## src/rtl/oled_frame_ctrl.sv

```systemverilog
// OLED 8-bit parallel bus owner: forwards the init sequencer's bus until init is done,
// then on request streams a window/write-RAM header followed by the whole framebuffer.
module oled_frame_ctrl #(
  parameter int WIDTH      = 96,
  parameter int HEIGHT     = 64,
  parameter int BPP        = 2,
  parameter int ADDR_WIDTH = 14
) (
  input  logic                  clk,
  input  logic                  rst,
  input  logic                  init_done,
  input  logic                  init_cs,
  input  logic                  init_e,
  input  logic                  init_dc,
  input  logic [7:0]            init_dout,
  input  logic                  start,
  output logic                  busy,
  output logic                  frame_done,
  output logic [ADDR_WIDTH-1:0] fb_addr,
  input  logic [7:0]            fb_data,
  output logic                  oled_cs,
  output logic                  oled_e,
  output logic                  oled_dc,
  output logic [7:0]            oled_dout
);

  // state     | meaning
  // WAIT_INIT | init sequencer owns the bus, its signals are registered through
  // IDLE      | bus deselected, waiting for start or a pending request
  // HDR       | sending the 7-byte window/write-RAM command header
  // DATA      | streaming framebuffer bytes from VRAM
  // FINISH    | one deselected cycle, frame_done pulse

  localparam int N  = WIDTH * HEIGHT * BPP;
  localparam int CW = (ADDR_WIDTH > 3) ? ADDR_WIDTH : 3;
  localparam logic [CW-1:0] LAST_IDX = CW'(N - 1);
  localparam logic [CW-1:0] HDR_LAST = CW'(6);
  localparam logic [7:0] COL_END = 8'(WIDTH - 1);
  localparam logic [7:0] ROW_END = 8'(HEIGHT - 1);

  typedef enum logic [2:0] {
    WAIT_INIT,
    IDLE,
    HDR,
    DATA,
    FINISH
  } state_t;

  state_t                state, state_n;
  logic [CW-1:0]         idx, idx_n;
  logic                  phase, phase_n;
  logic                  pending, pending_n;
  logic [ADDR_WIDTH-1:0] fb_addr_q, fb_addr_n;
  logic [7:0]            dout_hold, dout_hold_n;
  logic                  init_cs_q, init_e_q, init_dc_q;
  logic [7:0]            init_dout_q;
  logic [7:0]            hdr_byte;
  logic                  hdr_dc;

  always_ff @(posedge clk or posedge rst) begin
    if (rst) begin
      state       <= WAIT_INIT;
      idx         <= '0;
      phase       <= 1'b0;
      pending     <= 1'b0;
      fb_addr_q   <= '0;
      dout_hold   <= 8'h00;
      init_cs_q   <= 1'b1;
      init_e_q    <= 1'b1;
      init_dc_q   <= 1'b0;
      init_dout_q <= 8'h00;
    end else begin
      state     <= state_n;
      idx       <= idx_n;
      phase     <= phase_n;
      pending   <= pending_n;
      fb_addr_q <= fb_addr_n;
      dout_hold <= dout_hold_n;
      if (state == WAIT_INIT) begin
        init_cs_q   <= init_cs;
        init_e_q    <= init_e;
        init_dc_q   <= init_dc;
        init_dout_q <= init_dout;
      end
    end
  end

  always_comb begin
    hdr_byte = 8'h00;
    hdr_dc   = 1'b1;
    case (idx[2:0])
      3'd0:    begin hdr_byte = 8'h15;   hdr_dc = 1'b0; end
      3'd1:    begin hdr_byte = 8'h00;   hdr_dc = 1'b1; end
      3'd2:    begin hdr_byte = COL_END; hdr_dc = 1'b1; end
      3'd3:    begin hdr_byte = 8'h75;   hdr_dc = 1'b0; end
      3'd4:    begin hdr_byte = 8'h00;   hdr_dc = 1'b1; end
      3'd5:    begin hdr_byte = ROW_END; hdr_dc = 1'b1; end
      3'd6:    begin hdr_byte = 8'h5C;   hdr_dc = 1'b0; end
      default: begin hdr_byte = 8'h00;   hdr_dc = 1'b1; end
    endcase
  end

  always_comb begin
    state_n     = state;
    idx_n       = idx;
    phase_n     = phase;
    pending_n   = pending | start;
    fb_addr_n   = fb_addr_q;
    dout_hold_n = dout_hold;
    busy        = 1'b0;
    frame_done  = 1'b0;
    oled_cs     = 1'b1;
    oled_e      = 1'b1;
    oled_dc     = 1'b0;
    oled_dout   = 8'h00;

    case (state)
      WAIT_INIT: begin
        oled_cs   = init_cs_q;
        oled_e    = init_e_q;
        oled_dc   = init_dc_q;
        oled_dout = init_dout_q;
        if (init_done) state_n = IDLE;
      end
      IDLE: begin
        pending_n = 1'b0;
        if (start || pending) begin
          state_n = HDR;
          idx_n   = '0;
          phase_n = 1'b0;
        end
      end
      HDR: begin
        busy      = 1'b1;
        oled_cs   = 1'b0;
        oled_e    = ~phase;
        oled_dc   = hdr_dc;
        oled_dout = hdr_byte;
        phase_n   = ~phase;
        // VRAM address for data byte 0 goes out during the last header byte's phase 1
        if (!phase && idx == HDR_LAST) fb_addr_n = '0;
        if (phase) begin
          if (idx == HDR_LAST) begin
            state_n = DATA;
            idx_n   = '0;
          end else begin
            idx_n = idx + CW'(1);
          end
        end
      end
      DATA: begin
        busy      = 1'b1;
        oled_cs   = 1'b0;
        oled_e    = ~phase;
        oled_dc   = 1'b1;
        oled_dout = phase ? dout_hold : fb_data;
        phase_n   = ~phase;
        if (!phase) begin
          dout_hold_n = fb_data;
          if (idx != LAST_IDX) fb_addr_n = fb_addr_q + ADDR_WIDTH'(1);
        end else if (idx == LAST_IDX) begin
          state_n = FINISH;
        end else begin
          idx_n = idx + CW'(1);
        end
      end
      FINISH: begin
        frame_done = 1'b1;
        pending_n  = start;
        if (pending) begin
          state_n = HDR;
          idx_n   = '0;
          phase_n = 1'b0;
        end else begin
          state_n = IDLE;
        end
      end
      default: state_n = WAIT_INIT;
    endcase
  end

  assign fb_addr = fb_addr_q;

endmodule

```

## config.mk

```make
export PLATFORM = sky130hd
export DESIGN_NAME = oled_frame_ctrl
export DESIGN_NICKNAME = d
export VERILOG_FILES = /design/src/rtl/oled_frame_ctrl.sv
export SDC_FILE = /design/constraint.sdc
export NUM_CORES = 1
export LEC_CHECK = 0
export BUFFER_PORTS_ARGS = -buffer_cell sky130_fd_sc_hd__buf_2
export CORE_ASPECT_RATIO = 0.6
export CORE_MARGIN = 2
export CORE_UTILIZATION = 35
export DETAILED_ROUTE_END_ITERATION = 8
export HOLD_SLACK_MARGIN = 0.15
export PLACE_DENSITY = 0.55
export SLEW_MARGIN = 30
export SYNTH_ARGS = -nofsm -noshare
export SYNTH_HDL_FRONTEND = slang
export SYNTH_SLANG_ARGS = --single-unit
```

## constraint.sdc

```tcl
create_clock -name clk -period 4.21 [get_ports clk]
set_clock_uncertainty 0.15 [all_clocks]
set_input_delay 0.842 -clock clk [delete_from_list [all_inputs] [get_ports clk]]
set_output_delay 0.842 -clock clk [all_outputs]
set_load 0.02 [all_outputs]
```

# [Word-level counts from Yosys, hierarchy flattened]
# Cells that the tools add are included.
[word_totals] word_cells=82 in_bits=23 reg_bits=52
[op_classes] reduce_logical=14 addsub=2 n_mux=32 n_eq_ne=22 n_bitwise=2
[op_table] cell="$mux W14" count=9
[op_table] cell="$pmux W14 S4" count=1
[op_table] cell="$pmux W7 S5" count=1
[op_table] cell="$add A14 B1 Y14 const B" count=2
[op_table] cell="$pmux W14 S2" count=1
[op_table] cell="$pmux W8 S3" count=1
[op_table] cell="$ne A2 B2 Y1 const B" count=11
[op_table] cell="$mux W3" count=6
[op_table] cell="$pmux W3 S5" count=1
[op_table] cell="$eq A14 B14 Y1 const B" count=1
[op_table] cell="$eq A14 B3 Y1 const B" count=1
[op_table] cell="$ne A14 B14 Y1 const B" count=1
[op_table] cell="$eq A3 B2 Y1 const B" count=4
[op_table] cell="$reduce_and A6 Y1" count=2
[op_table] cell="$eq A3 B3 Y1 const B" count=3
[op_table] cell="$mux W8" count=1
[op_table] cell="$logic_not A3 Y1" count=2
[op_table] cell="$pmux W1 S2" count=3
[op_table] cell="$pmux W1 S3" count=2
[op_table] cell="$mux W1" count=5
[op_table] cell="$reduce_and A4 Y1" count=1
[op_table] cell="$reduce_bool A4 Y1" count=1
[op_table] cell="$eq A3 B1 Y1 const B" count=1
[op_table] cell="$reduce_and A3 Y1" count=1
[op_table] cell="10 further kinds" count=10

# [Longest topological paths before layout]
# Gate-level depths: netlist of the first run.
[logic_depth] ltp_word=4 ltp_mapped=8 ltp_nobuf=7

# [Worst setup path before layout of the first run]
# Ideal clock, no wire load.
[synth_timing] path_type="register to output" startpoint="register state[2]" endpoint="output port oled_dout[3]" path_buffers=2 stages_incl_launch_ff=6 slack_ps=1553 t_arrival_ps=1665 path_cell_list="dfrtp_1 buf_4 nor3_2 clkbuf_1 a21oi_1 o21ai_0"
[synth_via] elab_chain_len=2
[synth_rtl] element="start, declared" line="49" source="state_t state, state_n;"
[synth_rtl] element="start signal, assigned" line="73" source="state <= state_n;"
[synth_rtl] element="$eq A3 B2 Y1 or $logic_not A3 Y1 (tied branches)" line="117" source="case (state)"
[synth_rtl] element="$pmux W8 S3 *" line="117"
[synth_rtl] element="end, declared" line="24" source="output logic [7:0] oled_dout"
# Mark *: on every way between the ends. The rest lies on a longest branch, timed or not.

# [Worst setup path after layout of the first run]
[layout_timing] startpoint="register state[1]" endpoint="output port oled_dout[3]"
# The elaborated chain is that of the path after synthesis.

==> results of run 1 <==
-- flip-flops by register name, indices dropped and copies added, names as in the netlist --
register     count
idx             14
init_dc_q        1
init_e_q         1
init_dout_q      8
fb_addr         14
pending          1
state            3
init_cs_q        1
phase            1
dout_hold        8
-- critical path, cell delays in order, from the launching register on --
cell	delay (ns)
dfrtp_1	0.70
nor2b_4	0.31
nand2_1	0.30
nor2_1	0.23
a21oi_1	0.05
o21ai_0	0.11
buf_2	0.21
-- layer usage --
metal / up-vias / part of all wire (%)
met5: - / 0
met4: 0 / 0.90
met1: 1143 / 54
li1: 1156 / -
met2: 50 / 40
met3: 8 / 5.5
-- power by group --
group	switching, mW	internal, mW	total (mW)
clock network	0.188	0.238	0.427
registers	0.00187	0.503	0.505
logic	0.0244	0.0174	0.0418
-- through the flow --
step | power, mW | hold WS, ns | instance area (µm²) | worst slack (ns)
2_1_floorplan | 0.537 | 0.299 | 2940 | 1.55
3_3_place_gp | 0.557 | 0.318 | 3240 | 1.47
3_5_place_dp | 0.558 | 0.320 | 3240 | 1.38
4_1_cts | 0.992 | 0.337 | 3390 | 1.05
5_1_grt | 1.01 | 0.359 | 3390 | 0.864
6_report | 0.974 | 0.336 | 3390 | 1.02
-- cells in the final DEF, fill, tap and decap left out, drive strengths merged, types with 3 or more instances in the layout --
master  synthesis  layout
nand4           4       4
a21oi          17      17
nor4            6       6
a211oi          3       3
and3            5       5
or4             3       3
inv             7       7
and2            4       4
xnor2          15      15
mux2i           7       7
nand3          10      10
or3             4       4
mux2           20      20
a21o            3       3
and4            3       3
nand2b          4       4
nand2          19      19
clkbuf          9       7
ha              6       6
buf            10      52
a221o           3       3
nor4b           3       3
nor2           26      26
dfrtp          50      50
o21ai          15      15
o31ai           3       3
nor3           10      10
-- cells in the mapped netlist (2+ instances only) --
cell type and instances:
buf_6 3, and4_1 3, dfrtp_1 50, mux2_2 20, and3_1 5, buf_2 5, nand2b_1 4, a21oi_1 17
xnor2_1 15, nor3_1 9, clkbuf_1 9, nand3_1 10, a211o_1 2, and3b_1 2, nor4_1 6, inv_1 7
nor4b_1 3, mux2i_1 7, nand4_1 4, or3_1 4, nand2_1 19, dfstp_2 2, or4_1 3, o21ai_0 14
o21bai_1 2, a211oi_1 3, o31ai_1 3, a221o_1 3, a21o_1 3, ha_1 6, a31oi_1 2, and2_1 4
o22ai_1 2, nor2_1 26
-- area by class of cell --
cell class | instances | area (µm²)
Clock buffer | 7 | 143
Timing Repair Buffer | 52 | 268
Tap cell | 108 | 135
Clock inverter | 1 | 8.76
Sequential cell | 52 | 1300
Fill cell | 826 | 4620
Multi-Input combinational cell | 218 | 1510
Inverter | 7 | 26.3
-- final timing paths --
kind                               from            to  slack, ns  depth (start not counted)
hold / removal             dout_hold[2]  dout_hold[2]       0.34                          1
setup reg to reg                 idx[1]        idx[3]       1.55                          5
min in group asynchronous           rst       idx[10]       0.41                          2
setup / recovery               state[1]  oled_dout[3]       1.02                          6
max in group asynchronous           rst      init_e_q       2.68                          3
hold reg to reg            dout_hold[2]  dout_hold[2]       0.34                          1
-- kinds of logic after synthesis --
kind of cell / synth area share, %
xor gates and xnor gates: 4.47
buffers and inverters: 4.42
AOI/OAI and AO/OA: 13.2
and+or+nand+nor: 21.0
DFF: 44.3
muxes: 10.0
adders and majority gates: 2.55
==> flow_metrics.py, run 1 <==
metrics = {
    "timing": {
        "fin_crit_ns": 3.19,
        "worst_slew_pin_slew_ns": 0.769,
        "rsz0062_at_grt": "false",
        "slew_viol_final": 0,
        "slew_headroom_pct": 48.5,
        "fin_tns_setup_ns": 0,
        "period_share_pct": 75.8,
        "setup_viol": 0,
        "max_freq_mhz": 313,
        "finalHoldViolCount": 0,
    },
    "grt": {
        "gr-total-overflow": 0,
        "grt_util_all_layers_pct": 16.5,
        "first_global_vias": 2283,
        "grt_pass1_wl_mm": 11.8,
        "grt_use_met2_pct": 23.2,
        "use_met1_pct": 25.1,
        "grt-busiest-layer": "met1",
        "antenna_found_initial": 0,
        "grt_max_degree": 31,
        "use_met3_pct": 4.55,
    },
    "floorplan": {
        "start_util_pct": 36.7,
        "fp-row-count": 25,
        "io_pins": 50,
        "fp.dieW_um": 122,
        "die-area_mm2": 0.00918,
        "core_area_mm2": 0.00801,
        "die_h_um": 75.0,
    },
    "cells_and_area": {
        "fin_cells": 445,
        "n_antenna_cell": 0,
        "fin_nets": 365,
        "drive_gt1_share_pct": 25.5,
        "post-route-util_pct": 42.4,
        "area_growth_pct": 15.3,
    },
    "cts": {
        "ctsHoldBuffers": 0,
        "root_buffer": "clkbuf_16",
        "numCtsBuffers": 5,
        "cts_tree": "yes",
        "clock-sinks": 52,
        "postCtsSetupRepairBufs": 0,
        "cts_resized": 0,
        "cts_buffer_depth": 2,
        "insertion_delay_ns": 0.30,
        "clk_pin_slew_ns": 0.07,
        "htreeDepth": 2,
    },
    "route": {
        "detail_route.wl_per_cell_um": 15.1,
        "firstDrtPassIters": 4,
        "drtIter0Drc": 163,
        "drcViolationCount": 0,
        "ant_nets": 0,
        "wl_mm": 6.74,
        "vias_per_cell": 5.30,
        "vias": 2357,
    },
    "placed_design": {
        "placed_cells": 437,
        "dpl.hpwl_mm": 4.83,
        "gp_congestion": 0.852,
        "port_buffers": 49,
    },
    "synthesis": {
        "synth_warnings": 0,
        "avgSynthCellArea_um2": 9.94,
        "synth_top_area_share_pct": 42.5,
        "yosysTopAreaCell": "dfrtp_1",
        "synthFlopType": "dfrtp_1",
        "synth-edff-count": 0,
        "async_flop_share_pct": 100,
        "seq_area_frac_synth_pct": 44.3,
        "netlist_instances": 296,
        "synth_nets": 325,
        "synth-seq-cells": 52,
        "ys_types": 53,
        "synth.area.top_cells": "dfrtp_1 43%, mux2_2 7.7%, xnor2_1 4.5%, nor2_1 3.3%, a21oi_1 2.9%",
        "netlist_area_mm2": 0.00294,
    },
    "status": {
        "status": "finished, final reports clean",
    },
    "critical_path": {
        "critPathMaxFanout": 18,
        "critPathLaunchType": "register",
        "crit_type": "reg2out",
        "crit_arrival_ns": 2.20,
        "endpoint_kind": "primary output",
        "crit_required_ns": 3.22,
    },
    "power_and_ir_drop": {
        "pwr_density_cell_mw_per_mm2": 287,
        "ir_worst_vdd_uv": 162,
        "leakagePower_nw": 1.52,
    },
    "hold_path": {
        "hold_class": "reg2reg",
    },
    "run": {
        "drv_cap": 0,
    },
}
No activity file was read; power rests on OpenSTA's default activity.
==> run 2: changes to the inputs <==
- PLACE_DENSITY: 0.55 -> 0.57
- clock period: 4.21 -> 2.8 ns (I/O delays scaled with it)
==> run 2 against run 1 <==
Net effect:
- combinational power increased by 56%
- die area unchanged
- non-clock buffer count increased by 7
- sequential cell count unchanged
- sequential power increased by 50%
- cell area increased by 1.5%
- wire length increased by 2.4%
- largest cell class unchanged
- largest power group unchanged
==> flow_metrics.py, run 2 (synthesized netlist as in run 1, its figures left out) <==
metrics = {
    "status": {
        "status": "finished, final reports clean",
    },
    "cells_and_area": {
        "fillCellCount": 816,
        "fin_nets": 372,
        "layout_common_cells": "49 x dfrtp_1, 49 x buf_2, 26 x nor2_1",
        "multi_input_area_mm2": 0.00151,
        "seq_area_mm2": 0.00131,
        "drive_gt1_share_pct": 27.3,
        "n_antenna_cell": 0,
        "area_growth_pct": 17.1,
        "post-route-util_pct": 43.0,
    },
    "timing": {
        "rsz0062_at_grt": "false",
        "slew_headroom_pct": 55.1,
        "fin_crit_ns": 2.66,
        "finalHoldViolCount": 0,
        "fin_tns_setup_ns": 0,
        "max_freq_mhz": 376,
        "setup_viol": 0,
        "period_share_pct": 95.1,
        "worst_slew_pin_slew_ns": 0.673,
        "slew_viol_final": 0,
    },
    "cts": {
        "postCtsSetupRepairBufs": 0,
        "clk_pin_slew_ns": 0.07,
        "ctsHoldBuffers": 0,
        "insertion_delay_ns": 0.29,
        "clock-sinks": 52,
        "cts_tree": "yes",
        "htreeDepth": 2,
        "numCtsBuffers": 5,
        "root_buffer": "clkbuf_16",
        "cts_buffer_depth": 2,
    },
    "power_and_ir_drop": {
        "pwr_density_cell_mw_per_mm2": 423,
        "ir_worst_vdd_uv": 226,
        "leakagePower_nw": 1.55,
    },
    "critical_path": {
        "crit_type": "reg2out",
        "endpoint_kind": "primary output",
        "critPathLaunchType": "register",
        "critPathMaxFanout": 8,
        "crit_required_ns": 2.09,
        "crit_arrival_ns": 1.95,
        "reg2reg_from": "idx[0]",
        "r2r_cells": 7,
        "r2r-end": "fb_addr[0]",
        "r2r_slack_ns": 0.37,
    },
    "route": {
        "ant_nets": 0,
        "wl_mm": 6.90,
        "detail_route.wl_per_cell_um": 15.3,
        "vias_per_cell": 5.22,
        "drcViolationCount": 0,
        "vias": 2359,
        "drtIter0Drc": 124,
        "firstDrtPassIters": 4,
    },
    "floorplan": {
        "start_util_pct": 36.7,
        "io_pins": 50,
        "fp-row-count": 25,
        "fp.dieW_um": 122,
        "die_h_um": 75.0,
        "core_area_mm2": 0.00801,
        "die-area_mm2": 0.00918,
    },
    "grt": {
        "gr-total-overflow": 0,
        "grt_max_degree": 30,
        "first_global_vias": 2263,
        "antenna_found_initial": 0,
        "grt_pass1_wl_mm": 11.7,
        "grt_util_all_layers_pct": 16.5,
    },
    "hold_path": {
        "hold_class": "in2async",
    },
    "run": {
        "drv_cap": 0,
    },
    "placed_design": {
        "gp_congestion": 0.854,
        "dpl.hpwl_mm": 5.18,
        "port_buffers": 49,
    },
}
run 2: changes by cell type in the layout (fill, tap and decap cells not counted), sizes merged:
cell,before,now
buf,52,59
clkinv,1,0
clkinvlp,0,1
run 2: timing repair:
action,CTS,global route
gates resized for setup,0,1
setup endpoints to repair,0,5
hold endpoints to repair,0,0
run 2: where the power goes:
group | switching [mW] | internal (mW) | total, mW
clock network | 0.275 | 0.357 | 0.632
logic | 0.0382 | 0.0271 | 0.0653
registers | 0.00280 | 0.757 | 0.759
total | 0.316 | 1.14 | 1.46
run 2: cell type report:
class                      instances  area share (%)
multi-input combinational        218            43.8
sequential                        52            37.9
timing repair buffer              59            9.30
clock buffer                       7            4.14
clock inverter                     1           0.218
tap                              108            3.92
inverter                           7           0.763
run 2: routing by layer:
layer / wire length, µm / track usage (%) / vias up
met5: 0 / 0 / -
met4: 23 / 3.07 / 0
met3: 406 / 4.32 / 2
met2: 2760 / 23.8 / 50
met1: 3710 / 25.0 / 1137
li1: - / - / 1170
run 2: worst max-delay path by stage:
stage                   from           end  slack (ns)  cells past startpoint
global placement      idx[0]    fb_addr[0]        0.43                      7
finish                idx[1]  oled_dout[5]        0.14                      6
global route          idx[0]  oled_dout[5]        0.03                      6
floorplan           state[2]  oled_dout[3]        0.42                      5
detailed placement    idx[0]    fb_addr[0]        0.39                      7
CTS                 state[0]  oled_dout[4]        0.14                      4
run 2: worst max-delay path: stages, from the launching register on:
cell and delay [ns]:
dfrtp_1 0.46, inv_1 0.11, ha_1 0.20, nand2_1 0.13, a41oi_1 0.22, a221o_1 0.36, buf_2 0.17
run 2: per-stage QoR:
step	instance area (µm²)	worst slack (ns)	hold slack (ns)	std cells	total power [mW]
2_1_floorplan	2940	0.425	0.299	296	0.807
3_3_place_gp	3290	0.427	0.331	444	0.841
3_5_place_dp	3290	0.394	0.323	444	0.842
4_1_cts	3440	0.137	0.250	452	1.48
5_1_grt	3440	0.0266	0.277	452	1.52
6_report	3440	0.139	0.213	452	1.46
